===== config.mk =====
export PLATFORM = sky130hd
export DESIGN_NAME = gmii_link_monitor
export DESIGN_NICKNAME = d
export VERILOG_FILES = /design/src/rtl/gmii_mon_pkg.sv /design/src/rtl/gmii_mon_sat_cnt.sv /design/src/rtl/gmii_link_monitor.sv
export SDC_FILE = /design/constraint.sdc
export NUM_CORES = 1
export LEC_CHECK = 0
export ABC_AREA = 1
export CAP_MARGIN = 15
export CORE_MARGIN = 3
export CORE_UTILIZATION = 30
export CTS_CLUSTER_DIAMETER = 100
export DETAILED_ROUTE_END_ITERATION = 16
export PLACE_DENSITY = 0.6
export SETUP_SLACK_MARGIN = 0.1
export SYNTH_ARGS = -nofsm -noshare
export SYNTH_HDL_FRONTEND = slang
export SYNTH_SLANG_ARGS = --single-unit
export TNS_END_PERCENT = 50

===== constraint.sdc =====
create_clock -name userclk2 -period 4.81 [get_ports userclk2]
set_input_delay 0.962 -clock userclk2 [delete_from_list [all_inputs] [get_ports userclk2]]
set_output_delay 0.962 -clock userclk2 [all_outputs]
set_load 0.005 [all_outputs]

===== src/rtl/gmii_mon_pkg.sv =====
// Shared types and constants for the GMII link monitor slice.
package gmii_mon_pkg;

    typedef enum logic [1:0] {
        DOWN = 2'd0,
        QUAL = 2'd1,
        UP   = 2'd2
    } link_state_e;

    localparam int ST_LINK_BIT = 0;
    localparam int ST_SYNC_BIT = 1;
    localparam int GMII_W      = 8;

endpackage


===== src/rtl/gmii_mon_sat_cnt.sv =====
// Saturating statistics counter: counts inc pulses, sticks at all-ones,
// and a clear in the same cycle as an increment wins.
module gmii_mon_sat_cnt #(
    parameter int W = 32
) (
    input  logic         userclk2,
    input  logic         sys0_rst,
    input  logic         inc,
    input  logic         clr,
    output logic [W-1:0] cnt
);

    // Count up until all-ones, clear takes priority over increment
    always_ff @(posedge userclk2 or posedge sys0_rst) begin
        if (sys0_rst) begin
            cnt <= '0;
        end else if (clr) begin
            cnt <= '0;
        end else if (inc && (cnt != '1)) begin
            cnt <= cnt + 1'b1;
        end
    end

endmodule


===== src/rtl/gmii_link_monitor.sv =====
// GMII TX retiming stage with RX/TX link monitor on the userclk2 domain.
// Optional TX inter-frame-gap checking is enabled by defining the macro
// GMII_LINK_MONITOR_IFG_CHECK_EN; otherwise ifg_viol is held at zero.
module gmii_link_monitor
    import gmii_mon_pkg::*;
#(
    parameter int TX_PIPE   = 1,
    parameter int STATUS_W  = 16,
    parameter int CNT_W     = 32,
    parameter int LINK_DBNC = 1024,
    parameter int IFG_MIN   = 12
) (
    input  logic                userclk2,
    input  logic                sys0_rst,
    input  logic                clr,
    input  logic [GMII_W-1:0]   mac_txd,
    input  logic                mac_tx_en,
    input  logic                mac_tx_er,
    output logic [GMII_W-1:0]   pcs_txd,
    output logic                pcs_tx_en,
    output logic                pcs_tx_er,
    input  logic [GMII_W-1:0]   gmii_rxd,
    input  logic                gmii_rx_dv,
    input  logic                gmii_rx_er,
    input  logic [STATUS_W-1:0] status_vector,
    output logic                link_up,
    output logic                dbg_or,
    output logic [STATUS_W-1:0] status_sticky,
    output logic [CNT_W-1:0]    tx_frames,
    output logic [CNT_W-1:0]    rx_frames,
    output logic [CNT_W-1:0]    rx_err_frames,
    output logic [CNT_W-1:0]    ifg_viol
);

    localparam int DW = (LINK_DBNC > 2) ? $clog2(LINK_DBNC) : 1;
    localparam logic [DW-1:0] DCNT_LAST = DW'(LINK_DBNC - 1);

    // RX data is observed only; fold it so the port is visibly consumed
    logic unused_rxd;
    assign unused_rxd = ^gmii_rxd;

    generate
        if (TX_PIPE == 0) begin : g_tx_wire
            assign pcs_txd   = mac_txd;
            assign pcs_tx_en = mac_tx_en;
            assign pcs_tx_er = mac_tx_er;
        end else begin : g_tx_pipe
            logic [GMII_W+1:0] pipe_q [TX_PIPE];

            // Shift the TX word through TX_PIPE register stages
            always_ff @(posedge userclk2 or posedge sys0_rst) begin
                if (sys0_rst) begin
                    for (int i = 0; i < TX_PIPE; i++) pipe_q[i] <= '0;
                end else begin
                    pipe_q[0] <= {mac_tx_er, mac_tx_en, mac_txd};
                    for (int i = 1; i < TX_PIPE; i++) pipe_q[i] <= pipe_q[i-1];
                end
            end

            assign {pcs_tx_er, pcs_tx_en, pcs_txd} = pipe_q[TX_PIPE-1];
        end
    endgenerate

    logic [STATUS_W-1:0] st_q;

    // Register PCS status, its OR for debug, and the sticky accumulation
    always_ff @(posedge userclk2 or posedge sys0_rst) begin
        if (sys0_rst) begin
            st_q          <= '0;
            dbg_or        <= 1'b0;
            status_sticky <= '0;
        end else begin
            st_q          <= status_vector;
            dbg_or        <= |st_q;
            status_sticky <= clr ? '0 : (status_sticky | st_q);
        end
    end

    link_state_e   state_q, state_d;
    logic [DW-1:0] dcnt_q, dcnt_d;
    logic          good;

    assign good = st_q[ST_LINK_BIT] & st_q[ST_SYNC_BIT];

    // Link FSM state, qualification counter and registered link_up
    always_ff @(posedge userclk2 or posedge sys0_rst) begin
        if (sys0_rst) begin
            state_q <= DOWN;
            dcnt_q  <= '0;
            link_up <= 1'b0;
        end else begin
            state_q <= state_d;
            dcnt_q  <= dcnt_d;
            link_up <= (state_d == UP);
        end
    end

    // Link goes up only after a full run of good cycles, drops immediately
    always_comb begin
        state_d = state_q;
        dcnt_d  = dcnt_q;
        unique case (state_q)
            DOWN: begin
                if (good) begin
                    state_d = QUAL;
                    dcnt_d  = '0;
                end
            end
            QUAL: begin
                if (!good) begin
                    state_d = DOWN;
                end else if (dcnt_q == DCNT_LAST) begin
                    state_d = UP;
                end else begin
                    dcnt_d = dcnt_q + 1'b1;
                end
            end
            UP: begin
                if (!good) state_d = DOWN;
            end
            default: state_d = DOWN;
        endcase
    end

    // A frame only counts if its start was seen; prev flags reset high so a
    // frame already running when reset releases is ignored.
    logic tx_prev, tx_open, rx_prev, rx_open, rx_err_flag;
    logic tx_start, tx_end, rx_start, rx_end, rx_err_end;

    assign tx_start   = mac_tx_en & ~tx_prev;
    assign tx_end     = tx_open & ~mac_tx_en;
    assign rx_start   = gmii_rx_dv & ~rx_prev;
    assign rx_end     = rx_open & ~gmii_rx_dv;
    assign rx_err_end = rx_end & (rx_err_flag | gmii_rx_er);

    // Track frame boundaries on TX and RX plus the per-frame RX error flag
    always_ff @(posedge userclk2 or posedge sys0_rst) begin
        if (sys0_rst) begin
            tx_prev     <= 1'b1;
            tx_open     <= 1'b0;
            rx_prev     <= 1'b1;
            rx_open     <= 1'b0;
            rx_err_flag <= 1'b0;
        end else begin
            tx_prev     <= mac_tx_en;
            tx_open     <= tx_start | (tx_open & mac_tx_en);
            rx_prev     <= gmii_rx_dv;
            rx_open     <= rx_start | (rx_open & gmii_rx_dv);
            rx_err_flag <= gmii_rx_dv & (rx_err_flag | gmii_rx_er);
        end
    end

    gmii_mon_sat_cnt #(.W(CNT_W)) u_tx_cnt (
        .userclk2(userclk2), .sys0_rst(sys0_rst),
        .inc(tx_end), .clr(clr), .cnt(tx_frames)
    );

    gmii_mon_sat_cnt #(.W(CNT_W)) u_rx_cnt (
        .userclk2(userclk2), .sys0_rst(sys0_rst),
        .inc(rx_end), .clr(clr), .cnt(rx_frames)
    );

    gmii_mon_sat_cnt #(.W(CNT_W)) u_rx_err_cnt (
        .userclk2(userclk2), .sys0_rst(sys0_rst),
        .inc(rx_err_end), .clr(clr), .cnt(rx_err_frames)
    );

`ifdef GMII_LINK_MONITOR_IFG_CHECK_EN
    localparam int GW = $clog2(IFG_MIN + 1);
    localparam logic [GW-1:0] GAP_SAT = GW'(IFG_MIN);

    logic [GW-1:0] gap_q;
    logic          ifg_short;

    assign ifg_short = tx_start & (gap_q < GAP_SAT);

    // Count idle TX cycles up to IFG_MIN, restarting at every frame start
    always_ff @(posedge userclk2 or posedge sys0_rst) begin
        if (sys0_rst) begin
            gap_q <= GAP_SAT;
        end else if (tx_start) begin
            gap_q <= '0;
        end else if (!mac_tx_en && (gap_q != GAP_SAT)) begin
            gap_q <= gap_q + 1'b1;
        end
    end

    gmii_mon_sat_cnt #(.W(CNT_W)) u_ifg_cnt (
        .userclk2(userclk2), .sys0_rst(sys0_rst),
        .inc(ifg_short), .clr(clr), .cnt(ifg_viol)
    );
`else
    localparam int unused_ifg_min = IFG_MIN;
    assign ifg_viol = '0;
`endif

endmodule

### Yosys cells after proc, flatten, opt, wreduce, memory -nomap -nowiden

Cells that the tools add are included.

* register bits after elaboration: 157
* bits of input ports: 39
* output and inout port bits: 156
* logic and storage cells: 72

* add/subtract/negate cells: 4
* equal/unequal tests: 10
* muxes and demuxes: 16
* bitwise gates (word level): 17
* reductions and logical operators: 10

Operators with widths (number)
* 32-bit two-way mux: 6
* 32-bit by 1-bit adder with 32-bit output, second input constant: 3
* 32-bit != test, second input constant: 3
* 10-bit two-way mux: 3
* 10-bit case mux with 2 select lines: 1
* 16-bit two-way mux: 1
* 16-bit OR: 1
* 16-bit OR reduction: 1
* 10-bit by 1-bit adder with 10-bit output, second input constant: 1
* 10-bit equality test, second input constant: 1
* 1-bit bitwise AND: 9
* 2-bit two-way mux: 4
* 2-bit nonzero test: 4
* 2-bit != test, second input constant: 3
* 2-bit case mux with 3 select lines: 1
* 2-bit equality test, second input constant: 2
* 1-bit NOT: 4
* 4-bit AND reduction: 1
* 1-bit logical AND: 3
* 1-bit OR: 3
* 2-bit by 1-bit equality test with 1-bit output, second input constant: 1
* 2-bit logical NOT: 1

### Longest topological paths before layout

* depth in word-level cells: 6
* mapped depth: 13
* mapped depth without buffers: 11

### Modules after synthesis

From an unflattened synthesis, not the netlist that was laid out.

* cells, all modules: 1305
* area total of the unflattened synthesis: 9200.1 µm²

Modules (own cells, without submodules)
* gmii_mon_sat_cnt: instances 3, cells an instance 360, area an instance 2274.7 µm², sequential area each 800.8 µm²
* gmii_link_monitor: instances 1, cells an instance 225, area an instance 2376.0 µm², sequential area each 1529.0 µm²

### Worst setup path before layout

Ideal clock, no wire load.

* path type: in2reg
* start point: input gmii_rx_dv
* end point: register u_rx_err_cnt.cnt[15]
* library setup time: 66 ps
* arrival time: 2048 ps
* data required time: 4744 ps
* slack: 2697 ps
* cell stages on the path: 8
* path buffers: 1
* cell sequence: inv_1 > nand2_1 > a21oi_1 > inv_1 > a21oi_2 > buf_2 > nand4_1 > nand2_1

* cells in the longest elaborated chain, start to end: 5

RTL lines
* from (decl): RTL line gmii_link_monitor.sv:23 `input logic gmii_rx_dv,`
* 1-bit NOT: RTL line gmii_link_monitor.sv:133 `assign rx_end = rx_open & ~gmii_rx_dv;`
* 1-bit bitwise AND: RTL line gmii_link_monitor.sv:133
* 1-bit bitwise AND: RTL line gmii_link_monitor.sv:134 `assign rx_err_end = rx_end & (rx_err_flag | gmii_rx_er);`
* 1-bit logical AND: RTL line gmii_mon_sat_cnt.sv:19 `end else if (inc && (cnt != '1)) begin`
* 2-bit nonzero test (no line)
* to (signal assigned): RTL line gmii_mon_sat_cnt.sv:20 `cnt <= cnt + 1'b1;`
* to (decl): RTL line gmii_mon_sat_cnt.sv:10 `output logic [W-1:0] cnt`

Every way passes these cells.
A chain may end at the register's enable or synchronous reset.

### Worst setup path after layout

* start point: input gmii_rx_dv
* end point: register u_rx_err_cnt.cnt[0]

Same word-level chain as after synthesis.

==> impl_results.md <==
* Minimum clock period after layout at 2.82 ns
* Synth Flop Type: dfrtp_1
* Final Max Tran Viols at 0
* Slew headroom at 0.325
* Detailed-route DRC error count at 0
* Clock slew at reported path FFs at 0.07 ns
* Leak at 5.08 nW
* Core Region at 0.0291 mm2
* PD cells at 262 mW/mm2
* Initial antenna violation count at 0
* Post-DP HPWL at 17900 um
* Nets@finish at 1465
* Root Buffer: clkbuf_16
* Area Overhead vs Synth at 27.2%
* Buffer depth of the longest clock path at 2
* Worst Tran Pin Value at 1.01 ns
* CP arrival at 3.15 ns
* CP startpoint: gmii_rx_dv
* Total clock sinks at 157
* Post-CTS Setup Bufs at 0
* Initial drt markers at 417
* VDD IR max at 181 uV
* # diodes at 0
* CP Launch Type: input port
* Max Clock Skew at 0.0188 ns
* Status: complete, no violations
* Vias/cell at 4.62
* Post-synthesis register bit count at 157
* Mapped cell area at 0.00895 mm2
* Setup slack, reg-to-reg at 2.24 ns
* Post-Route WL at 25100 um
* EDFF count, synth at 0
* Gr usage total at 0.161
* CP Capture Type: register
* Fill cells at 3012
* Reg2reg path depth at 9
* Final core area utilization at 0.391
* Top cell type's share of synthesized area at 0.433
* Seq/Total Area, Yosys at 0.439
* Number of core rows at 62
* CP required at 5.14 ns
* Async S/R FF share, synth at 1.00
* Netlist cell types at 33
* Area leader, netlist: dfrtp_1
* Crit path to: u_rx_err_cnt.cnt[0]
* Final TNS setup at 0 ns
* Fmax at 0.355 GHz
* Initial Util at 0.308
* Num ports at 195
* Kind of critical path: input port to register
* Reg2reg end: u_rx_cnt.cnt[15]
* Crit share post-route at 0.585
* Storage cell area at 0.00393 mm2
* Vias at 8407
* H-tree depth at 4
* IO Port Bufs at 154
* Worst r2r src: u_rx_cnt.cnt[0]
* Post-synthesis cell count at 1272
* Die Ht at 179 um
* Final setup fails at 0
* Average size of a mapped cell at 7.04 um2
* Worst skew pair latency at 0.44 ns
* Die width at 179 um
* Multi-input gate area at 0.00436 mm2
* Die area at 0.0319 mm2
* Largest net degree at the start of global routing at 157
* Number of hold buffers added after cts at 0
* Fraction of layout cells with a size suffix above 1 at 0.0537
* PostCTS Resize Cnt at 0
* Worst min path class: register to register
* Final hold violations at 0
* Pre-Repair DR Iteration Count at 7
* Number of max-cap violations at 0
* Placer Congestion at 0.865
* Global route overflow at 0
* Worst Path Max Fanout at 14
* Routed Antenna Nets at 0
* CTS Buf Count at 17
* First-pass GRT wire length at 41300 um
* RSZ-0062 raised after global routing: false
* Synth area leaders: dfrtp_1 (43%), nand2_1 (21%), nor2_1 (8.8%)
* Yosys warnings at 0
* CTS tree: built
* Vias in the first global route at 8029
* DR WL/cell at 13.8 um
-- placed cells by master (no fill, tap or decap), types with 2 or more instances in the layout --
cell type / count
inv_8: 4
clkinv_8: 7
clkinv_4: 2
clkbuf_16: 17
nor2_2: 3
inv_2: 5
ha_1: 4
or2_2: 13
nand4_1: 65
buf_4: 5
dfstp_2: 2
o21bai_1: 4
xnor2_1: 10
nor3_1: 3
a21oi_1: 4
o21ai_0: 14
inv_1: 92
dfrtp_1: 155
nand2_1: 502
nand2_4: 2
nor2_4: 4
conb_1: 32
nor2_1: 209
clkdlybuf4s50_1: 154
nand2_2: 7
nand3_1: 78
o31ai_1: 2
xor2_1: 23
nand3b_1: 2
nor4_1: 4
-- report_power, final --
group          total, mW  internal [mW]  leakage, nW  switching (mW)
combinational      0.182         0.0665         2.68           0.116
clock               1.44          0.761        0.309           0.675
sequential          1.37           1.35         2.09          0.0181
total               2.98           2.17         5.08           0.809
-- sequential cells by signal, indices dropped and copies added (netlist names), 2 cells and up --
signal / count
u_rx_err_cnt.cnt: 32
g_tx_pipe.pipe_q: 10
u_tx_cnt.cnt: 32
status_sticky: 16
st_q: 16
state_q: 2
dcnt_q: 10
u_rx_cnt.cnt: 32
-- cell families (layout without fill, tap and decap cells) --
family | Yosys count | after routing | share of synthesized area
other | 1 | 32 | 0.000419
xor gates and xnor gates | 33 | 33 | 0.0323
adders and majority gates | 4 | 4 | 0.00559
DFF | 157 | 157 | 0.439
buffers and inverters | 158 | 290 | 0.0865
AOI/OAI and AO/OA | 26 | 26 | 0.0169
and+or+nand+nor | 893 | 893 | 0.419
-- synth_stat cells (5+ instances only) --
cell type  number
buf_1           8
buf_4          32
buf_6           6
clkbuf_1        9
dfrtp_1       155
inv_1          93
inv_2           5
nand2_1       502
nand2_2         7
nand3_1        78
nand4_1        65
nor2_1        209
o21ai_0        14
or2_2          13
xnor2_1        10
xor2_1         23
-- critical path, stage by stage --
cell and delay (ns):
clkdlybuf4s50_1 0.44, inv_1 0.10, nand2_1 0.11, a21oi_1 0.42, inv_1 0.11, a21oi_2 0.49
buf_4 0.32, nand3_1 0.08, o21ai_0 0.12
-- through the flow --
stage / total power, mW / area (um2) / hold WS [ns] / cells / setup WS (ns)
3_5_place_dp: 1.58 / 10700 / 0.471 / 1787 / 1.53
4_1_cts: 3.04 / 11400 / 0.488 / 1819 / 1.99
5_1_grt: 3.12 / 11400 / 0.511 / 1819 / 1.78
6_report: 2.98 / 11400 / 0.481 / 1819 / 1.99
2_1_floorplan: 1.51 / 9070 / 0.448 / 1303 / 1.86
3_3_place_gp: 1.58 / 10700 / 0.468 / 1787 / 1.63
-- worst min path at each step --
stage	endpoint	slack [ns]	depth (start not counted)	from
after floorplan	dbg_or	0.45	2	st_q[15]
after global placement	dbg_or	0.47	2	st_q[13]
after detailed placement	dbg_or	0.47	2	st_q[15]
after CTS	dbg_or	0.49	2	st_q[15]
after global routing	status_sticky[13]	0.51	2	status_sticky[13]
final	dbg_or	0.48	2	st_q[15]
-- routing by layer --
layer,up-vias,global-route usage,share of wire
met1,3951,0.214,0.47
met5,-,0,0
li1,4236,-,-
met3,19,0.0265,0.045
met2,201,0.271,0.48
met4,0,0.0406,0.0090
-- area by class of cell --
class | instances | area share
Clock buffer | 17 | 0.0374
Timing Repair Buffer | 160 | 0.140
Sequential cell | 157 | 0.345
Inverter | 98 | 0.0326
Clock inverter | 15 | 0.0189
Multi-Input combinational cell | 988 | 0.383
Tap cell | 384 | 0.0422
Power figures use the tool's default switching activity.
